==> config.mk <==
export PLATFORM = sky130hd
export DESIGN_NAME = sbox_fwd_iter
export DESIGN_NICKNAME = d
export VERILOG_FILES = /design/src/rtl/aes_sbox_pkg.sv /design/src/rtl/affine_transform.sv /design/src/rtl/sbox_fwd_iter.sv
export SDC_FILE = /design/constraint.sdc
export NUM_CORES = 1
export LEC_CHECK = 0
export CAP_MARGIN = 30
export CELL_PAD_IN_SITES_DETAIL_PLACEMENT = 0
export CELL_PAD_IN_SITES_GLOBAL_PLACEMENT = 2
export CORE_MARGIN = 1.5
export CORE_UTILIZATION = 29
export CTS_CLUSTER_SIZE = 30
export DETAILED_ROUTE_END_ITERATION = 8
export PLACE_DENSITY_LB_ADDON = 0.1
export SLEW_MARGIN = 15
export SYNTH_ARGS = -nofsm -noshare
export SYNTH_HDL_FRONTEND = slang
export SYNTH_SLANG_ARGS = --single-unit
==> constraint.sdc <==
create_clock -name clk -period 4.1 [get_ports clk]
set_input_delay 1.23 -clock clk [delete_from_list [all_inputs] [get_ports clk]]
set_output_delay 1.23 -clock clk [all_outputs]
set_load 0.01 [all_outputs]
==> src/rtl/aes_sbox_pkg.sv <==
// rtl/aes_sbox_pkg.sv - shared GF(2^8) constants, FSM states and arithmetic helpers for the AES S-box blocks
package aes_sbox_pkg;

    localparam logic [7:0] GF_POLY  = 8'h1B;
    localparam logic [7:0] AFFINE_C = 8'h63;
    localparam logic [7:0] INV_EXP  = 8'hFE;

    typedef enum logic [1:0] {
        IDLE = 2'd0,
        CALC = 2'd1,
        DONE = 2'd2
    } state_t;

    // Shift-and-add multiply, folding GF_POLY back in whenever bit 7 shifts out.
    function automatic logic [7:0] gmul(input logic [7:0] a, input logic [7:0] b);
        logic [7:0] acc;
        logic [7:0] sh;
        acc = 8'h00;
        sh  = a;
        for (int i = 0; i < 8; i++) begin
            if (b[i]) begin
                acc = acc ^ sh;
            end
            sh = {sh[6:0], 1'b0} ^ (sh[7] ? GF_POLY : 8'h00);
        end
        return acc;
    endfunction

    function automatic logic [7:0] gsq(input logic [7:0] a);
        return gmul(a, a);
    endfunction

endpackage

==> src/rtl/affine_transform.sv <==
// rtl/affine_transform.sv - forward AES affine transform with encrypt gate for OR-merging with the decrypt path
module affine_transform
    import aes_sbox_pkg::*;
(
    input  logic [7:0] b,
    input  logic       encrypt,
    output logic [7:0] y
);

    logic [7:0] t;

    always_comb begin
        t = 8'h00;
        for (int i = 0; i < 8; i++) begin
            t[i] = b[i] ^ b[(i + 4) % 8] ^ b[(i + 5) % 8] ^ b[(i + 6) % 8]
                 ^ b[(i + 7) % 8] ^ AFFINE_C[i];
        end
    end

    // Zero when not encrypting so the inverse-affine result can be OR-ed in unchanged.
    assign y = encrypt ? t : 8'h00;

endmodule

==> src/rtl/sbox_fwd_iter.sv <==
// rtl/sbox_fwd_iter.sv - iterative forward AES S-box: x^254 by square-and-multiply, then affine
module sbox_fwd_iter
    import aes_sbox_pkg::*;
#(
    parameter int STEPS_PER_CYCLE = 1
) (
    input  logic       clk,
    input  logic       reset,
    input  logic       in_valid,
    output logic       in_ready,
    input  logic [7:0] byte_in,
    input  logic       encrypt,
    output logic       out_valid,
    input  logic       out_ready,
    output logic [7:0] byte_out
);

    localparam int CALC_CYCLES = 8 / STEPS_PER_CYCLE;

    if (!(STEPS_PER_CYCLE == 1 || STEPS_PER_CYCLE == 2 || STEPS_PER_CYCLE == 4 ||
          STEPS_PER_CYCLE == 8) || (CALC_CYCLES * STEPS_PER_CYCLE != 8)) begin : g_bad_steps
        $error("sbox_fwd_iter: STEPS_PER_CYCLE must be 1, 2, 4 or 8");
    end

    state_t     state;
    logic [7:0] x;
    logic       enc;
    logic [7:0] r;
    logic [2:0] k;
    logic [7:0] r_next;
    logic [2:0] bit_idx;
    logic [7:0] affine_out;
    logic       last_cycle;

    // Exponent bits are consumed MSB first, so k falls from 7 towards 0.
    always_comb begin
        r_next  = r;
        bit_idx = k;
        for (int i = 0; i < STEPS_PER_CYCLE; i++) begin
            bit_idx = k - 3'(i);
            r_next  = gmul(gsq(r_next), INV_EXP[bit_idx] ? x : 8'h01);
        end
    end

    assign last_cycle = (k == 3'(STEPS_PER_CYCLE - 1));
    assign in_ready   = (state == IDLE);

    affine_transform u_affine (
        .b       (r_next),
        .encrypt (enc),
        .y       (affine_out)
    );

    always_ff @(posedge clk) begin
        if (reset) begin
            state     <= IDLE;
            x         <= 8'h00;
            enc       <= 1'b0;
            r         <= 8'h01;
            k         <= 3'd7;
            out_valid <= 1'b0;
            byte_out  <= 8'h00;
        end else begin
            case (state)
                IDLE: begin
                    if (in_valid) begin
                        x     <= byte_in;
                        enc   <= encrypt;
                        r     <= 8'h01;
                        k     <= 3'd7;
                        state <= CALC;
                    end
                end
                CALC: begin
                    r <= r_next;
                    k <= k - 3'(STEPS_PER_CYCLE);
                    if (last_cycle) begin
                        byte_out  <= affine_out;
                        out_valid <= 1'b1;
                        state     <= DONE;
                    end
                end
                DONE: begin
                    if (out_ready) begin
                        out_valid <= 1'b0;
                        state     <= IDLE;
                    end
                end
                default: begin
                    out_valid <= 1'b0;
                    state     <= IDLE;
                end
            endcase
        end
    end

endmodule

==> results of run 1 <==
[sequential cells by signal (all words and copies together), names as in the netlist, named ones only]
signal and cells:
byte_out 8, r 8, x 8, k 3, state 2, enc 1
out_valid 1
[synth_stat cells, types with 7 or more instances]
master	count
nor3_1	15
xor2_1	27
dfxtp_1	32
buf_2	8
clkbuf_1	12
o21ai_1	7
xnor2_1	56
a21oi_1	30
nor2_1	57
o21ai_0	8
nor2b_1	7
xnor3_2	8
nand3_1	18
xnor3_1	9
xnor2_2	8
nand2_1	59
[logic make-up (layout without fill, tap and decap cells)]
family	after synthesis	count (layout)	share of synthesized area, %
compound gates	79	79	13.77
xor+xnor	120	120	39.46
fa+ha+maj	3	3	0.9792
buf+inv	35	88	5.711
flops	32	32	16.71
mux	4	4	1.044
simple gates	185	185	22.32
[critical path: cells and delay by family (launching register included)]
kind / cells / cell delay (ns)
DFF: 1 / 0.40
and+or+nand+nor: 1 / 0.08
xor gates and xnor gates: 7 / 1.73
buffers and inverters: 2 / 0.41
AOI/OAI and AO/OA: 4 / 1.13
[area by class of cell]
type / count / area [um2]
inverter: 6 / 22.52
timing repair buffer: 74 / 621.8
fill: 1352 / 8058
tap: 172 / 215.2
sequential: 32 / 644.4
clock inverter: 1 / 7.507
multi-input combinational: 391 / 3062
clock buffer: 7 / 142.6
[layout by cell type, fill, tap and decap left out, types with 8 or more instances in the layout]
cell type        count
nand3_1             18
xor2_1              26
xnor2_2             12
clkdlybuf4s50_1     22
xnor2_1             52
nor3_1              15
a21oi_1             29
buf_4               50
xnor3_2             12
dfxtp_1             29
o21ai_0              8
nand2_1             59
nor2_1              57
[worst max-delay path by stage]
stage          start     endpoint  depth (start not counted)
2_1_floorplan   r[0]  byte_out[3]                         14
3_3_place_gp    r[3]  byte_out[5]                         13
3_5_place_dp    r[3]  byte_out[5]                         13
4_1_cts         r[6]  byte_out[3]                         14
5_1_grt         r[7]  byte_out[1]                         15
6_report        r[7]  byte_out[5]                         14
[per-stage QoR]
stage | setup TNS, ns | area [um2] | hold slack (ns) | setup WS, ns
after floorplan | 0 | 3834 | 0.4320 | 0.1535
after global placement | -0.08920 | 4410 | 0.4368 | -0.08920
after detailed placement | -0.1334 | 4410 | 0.4422 | -0.1334
after CTS | 0 | 4582 | 0.4516 | 0.0004143
after global routing | -0.03090 | 4716 | 0.4814 | -0.01917
final | 0 | 4716 | 0.4451 | 0.2010
[metal layers]
| layer | vias up | GRT usage [%] | part of all wire, % |
|---|---|---|---|
| met2 | 71 | 26.64 | 47 |
| met5 | - | 0 | 0 |
| met3 | 8 | 1.696 | 3.7 |
| met4 | 0 | 3.811 | 1.1 |
| li1 | 1638 | - | - |
| met1 | 1520 | 22.55 | 49 |
[what timing repair did]
| action | in CTS | in global routing |
|---|---|---|
| endpoints found under the hold margin | 0 | 0 |
| cloned | 0 | 0 |
| pin swaps | 2 | 6 |
| buffers inserted | 0 | 7 |
| resized for setup | 4 | 17 |
| endpoints found under the setup margin | 1 | 9 |
==> results by group, run 1 <==
Synthesis
  • Share of Yosys cell area claimed by the top area cell type: 16.71%
  • Avg Inst Size Synth: 8.370 um2
  • Synth top area cells: dfxtp_1 (17%), xnor2_1 (13%), xor2_1 (6.2%), nand2_1 (5.8%), nor2_1 (5.6%)
  • Dominant cell type by area after synthesis: dfxtp_1
  • Cell Area, Synth: 0.003834 mm2
  • Main flop type after synthesis: dfxtp_1
  • Post-synth EDFFs: 0
  • Yosys warnings: 0
  • Number of synthesized register bits: 32
  • Syn Inst Count: 458
  • Mapped Nets: 474
  • Yosys cell types: 67
  • Seq/Total Area, Yosys: 16.71%
  • Ys async rst share: 0%

Layout
  • Share of post-route cells with drive strength above 1: 21.53%
  • Final nets: 526
  • Finished Core Util: 36.92%
  • P&R area growth vs syn: 23.01%
  • Final Instance Count excl. Fillers: 683
  • Antenna diodes: 0

Clocking
  • # hold bufs at CTS: 0
  • Htree depth: 2
  • CTS max path bufs: 2
  • CTS Buf Count: 5
  • Worst-path clk slew: 0.05 ns
  • Worst skew pair latency: 0.28 ns
  • CTS tree: done
  • Root buffer cell: clkbuf_16
  • # clock sinks: 32

GRT
  • Overflow after GRT: 0
  • Largest net degree at the start of global routing: 26
  • Global-route wire length before repair: 17480 um
  • Overall routing resource usage: 16.13%
  • Initial antenna violation count: 0
  • Vias in the first global route: 3065

Worst setup path
  • Crit path kind: reg -> reg
  • Crit-path max cell delay: 0.50 ns
  • Startpoint Class: flip-flop
  • Cells on worst reg2reg path: 14
  • Critical Path RT: 4.26 ns
  • Crit end category: flip-flop
  • Most used cell, CP: xnor2_1
  • FF-to-FF Start: r[7]
  • CP cell instances: buf_8, nor2b_1, o21a_1, o31a_1, xnor2_2, xor2_2, buf_6, xor2_1, xnor2_1, a311oi_2, xnor2_1, xnor3_2, xor3_1, a221o_1
  • CP max FO: 24
  • R2r endpoint: byte_out[5]
  • Slowest CP cell: xnor3_2
  • WP data arrival: 4.06 ns
  • R2r setup slk: 0.20 ns

Detailed routing
  • Antenna-violating nets left: 0
  • Wire per inst: 16.17 um
  • TritonRoute pass-1 iters: 4
  • Routed vias/inst: 4.739
  • DRT Wirelength: 11050 um
  • Initial DRC count: 126
  • Drt drc: 0
  • Vias: 3237

Die
  • Initial Utilization: 30.01%
  • Core area: 0.01277 mm2
  • Full die area: 0.01392 mm2
  • Rows: 41
  • I/O pins: 23
  • Die Y: 118.0 um
  • Die width: 118.0 um

STA
  • Fin Clk Skew: 0.003662 ns
  • Relative slew slack: 55.70%
  • Slew @ Worst Pin: 0.6632 ns
  • Tmin final: 3.899 ns
  • RSZ-0062 raised after global routing: yes
  • Final setup fails: 0
  • Max frequency: 256.5 MHz
  • Max Slew Vio Count: 0
  • Period utilization: 95.10%
  • Final hold viol count: 0

Placed design
  • Post-Place Cells: 668
  • Port bufs: 22
  • Post-DP HPWL: 8479 um
  • Routability cong.: 0.8208

Hold path
  • Worst Hold Path EP: byte_out[0]
  • Hold_sp: byte_out[0]
  • Hold path depth: 2
  • Hold Path Class: reg -> reg

Status
  • Status: finished clean

Flow run
  • MaxCap Viol Count: 0
Power of run 1 is not shown: default switching activity piles up to over one toggle a cycle in this logic, so the estimate is an artifact.
==> run 2: changes to the inputs <==
--- a/config.mk
+++ b/config.mk
@@ -17,3 +17,4 @@
 export SYNTH_ARGS = -nofsm -noshare
 export SYNTH_HDL_FRONTEND = slang
 export SYNTH_SLANG_ARGS = --single-unit
+export TNS_END_PERCENT = 1
==> run 2 against run 1 <==
Compared with the run above:
- cell count stayed put
- maximum frequency fell by 0.82%
- hold slack about the same
- clock-buffer cell count is the same
- sequential share of layout area hardly changed
- register-to-register slack worse by 0.03 ns
- clock skew barely moved
- final area fell by 0.32%
- die area unchanged
- flip-flop and latch count stayed put
- first-iteration DRC count grew 1.6%
- setup slack worse by 0.032 ns
- largest cell class unchanged
- highest routed layer unchanged
==> results by group, run 2 (synthesized netlist as in run 1, its figures left out) <==
Die
  • Full die area: 0.01392 mm2 (unchanged)
  • I/O pins: 23 (unchanged)
  • Rows: 41 (unchanged)
  • Die Y: 118.0 um (unchanged)
  • Die width: 118.0 um (unchanged)
  • Core area: 0.01277 mm2 (unchanged)
  • Initial Utilization: 30.01% (unchanged)

Clocking
  • CTS Buf Count: 5 (unchanged)
  • Root buffer cell: clkbuf_16
  • CTS tree: done
  • # clock sinks: 32 (unchanged)
  • Worst-path clk slew: 0.05 ns (about the same)
  • Worst skew pair latency: 0.28 ns (about the same)
  • CTS max path bufs: 2 (unchanged)
  • Htree depth: 2 (unchanged)
  • # hold bufs at CTS: 0 (unchanged)

Detailed routing
  • Initial DRC count: 128 (+1.6%)
  • Antenna-violating nets left: 0 (unchanged)
  • DRT Wirelength: 11040 um (about the same)
  • Wire per inst: 16.17 um (about the same)
  • TritonRoute pass-1 iters: 4 (unchanged)
  • Vias: 3222 (-0.46%)
  • Drt drc: 0 (unchanged)
  • Routed vias/inst: 4.717 (-0.46%)

STA
  • Final setup fails: 0 (unchanged)
  • Period utilization: 95.88% (+0.78 points)
  • Max frequency: 254.4 MHz (-0.82%)
  • Final hold viol count: 0 (unchanged)
  • Slew @ Worst Pin: 0.6632 ns (unchanged)
  • Worst setup margin: 0.1689 ns (-0.03208 ns)
  • Tmin final: 3.931 ns (+0.03208 ns)
  • RSZ-0062 raised after global routing: yes
  • Max Slew Vio Count: 0 (unchanged)
  • Relative slew slack: 55.70% (unchanged)
  • Fin Clk Skew: 0.003675 ns (+0.00001240 ns)

Placed design
  • Post-Place Cells: 668 (unchanged)
  • Routability cong.: 0.8208 (unchanged)
  • Port bufs: 22 (unchanged)
  • Dpl cell area: 0.004410 mm2 (unchanged)
  • Worst slack, placed: -0.1334 ns (unchanged)
  • Post-DP HPWL: 8479 um (unchanged)

Layout
  • Top flop regs: byte_out: 8 flops, r: 8 flops, x: 8 flops
  • Finished Core Util: 36.80% (-0.12 points)
  • Final Instance Count excl. Fillers: 683 (unchanged)
  • Final nets: 526 (unchanged)
  • Most common library cell in the layout ignoring fill and taps: nand2_1
  • Share of post-route cells with drive strength above 1: 21.33% (-0.20 points)
  • Leading cell types in the layout, fill and taps excluded: nand2_1 (59), nor2_1 (57), xnor2_1 (52)
  • Antenna diodes: 0 (unchanged)
  • Design Area, Final: 0.004701 mm2 (-0.32%)
  • P&R area growth vs syn: 22.62%
  • # fillers: 1353 (+0.074%)

Worst setup path
  • Crit-path max cell delay: 0.50 ns (about the same)
  • CP max FO: 6 (-75%)
  • CP delay by family, top: XOR/XNOR gates
  • Critical Path RT: 4.26 ns (about the same)
  • WP data arrival: 4.10 ns (+0.04 ns)
  • Most used cell, CP: xnor2_1
  • CP cell instances: ha_2, xnor3_1, nand2_1, xor3_1, xnor2_1, buf_4, buf_4, xnor2_1, xnor2_1, nor3_1, a311oi_2, xnor2_1, xnor3_2, xor3_1, a221o_1
  • Startpoint Class: flip-flop
  • Crit path kind: reg -> reg
  • Crit end category: flip-flop
  • Slowest CP cell: xnor3_2
  • Buf/Inv on CP: 2 (unchanged)

GRT
  • Largest net degree at the start of global routing: 26 (unchanged)
  • Initial antenna violation count: 0 (unchanged)
  • Overflow after GRT: 0 (unchanged)
  • Global-route wire length before repair: 17480 um (unchanged)
  • Overall routing resource usage: 16.13% (unchanged)
  • Vias in the first global route: 3065 (unchanged)

Flow run
  • MaxCap Viol Count: 0 (unchanged)

Hold path
  • Hold Path Class: reg -> reg

Status
  • Status: finished clean
[run 2: cell types whose count changed in the layout (fill, tap and decap cells not counted)]
cell and delta:
dfxtp_1 +1, dfxtp_2 -1, buf_8 -1, buf_6 +1, ha_2 +1, ha_4 -1
[run 2: timing repair]
item                                    in CTS  in global routing
endpoints found under the hold margin        0                  0
endpoints found under the setup margin       1                  9
pin swaps                                    2                  6
cloned                                       0                  0
gates resized for setup                      4                 14
setup buffers                                0                  7
[run 2: cell type report]
cell class,instances,area (um2),share of cell area [%]
Clock inverter,1,7.507,0.1597
Sequential cell,32,643.1,13.68
Tap cell,172,215.2,4.578
Timing Repair Buffer,74,618.1,13.15
Multi-Input combinational cell,391,3052,64.92
Clock buffer,7,142.6,3.034
Inverter,6,22.52,0.4791
[run 2: per-stage QoR]
stage	hold WS, ns	setup TNS, ns
finish	0.4451	0
global route	0.4814	-0.1800
CTS	0.4516	0
detailed placement	0.4422	-0.1334
global placement	0.4368	-0.08920
floorplan	0.4320	0
[run 2: routing by layer]
layer	track usage, %	routed length (um)	up-vias
met1	22.55	5352	1500
met5	0	0	-
li1	-	-	1639
met2	26.64	5122	75
met4	3.811	120	0
met3	1.696	446	8
[run 2: worst register-to-register path: stages, from the launching register on]
cell	delay, ns
dfxtp_1	0.32
ha_2	0.39
xnor3_1	0.26
nand2_1	0.09
xor3_1	0.40
xnor2_1	0.13
buf_4	0.18
buf_4	0.16
xnor2_1	0.16
xnor2_1	0.16
nor3_1	0.07
a311oi_2	0.25
xnor2_1	0.20
xnor3_2	0.51
xor3_1	0.22
a221o_1	0.33
[run 2: final timing paths]
kind                                   from  depth (start not counted)  slack [ns]     endpoint
worst min register to register  byte_out[0]                          2        0.45  byte_out[0]
worst min-delay path            byte_out[0]                          2        0.45  byte_out[0]
worst max register to register         r[7]                         15        0.17  byte_out[5]
worst max-delay path                   r[7]                         15        0.17  byte_out[5]
Power of run 2 is left out for the same reason.
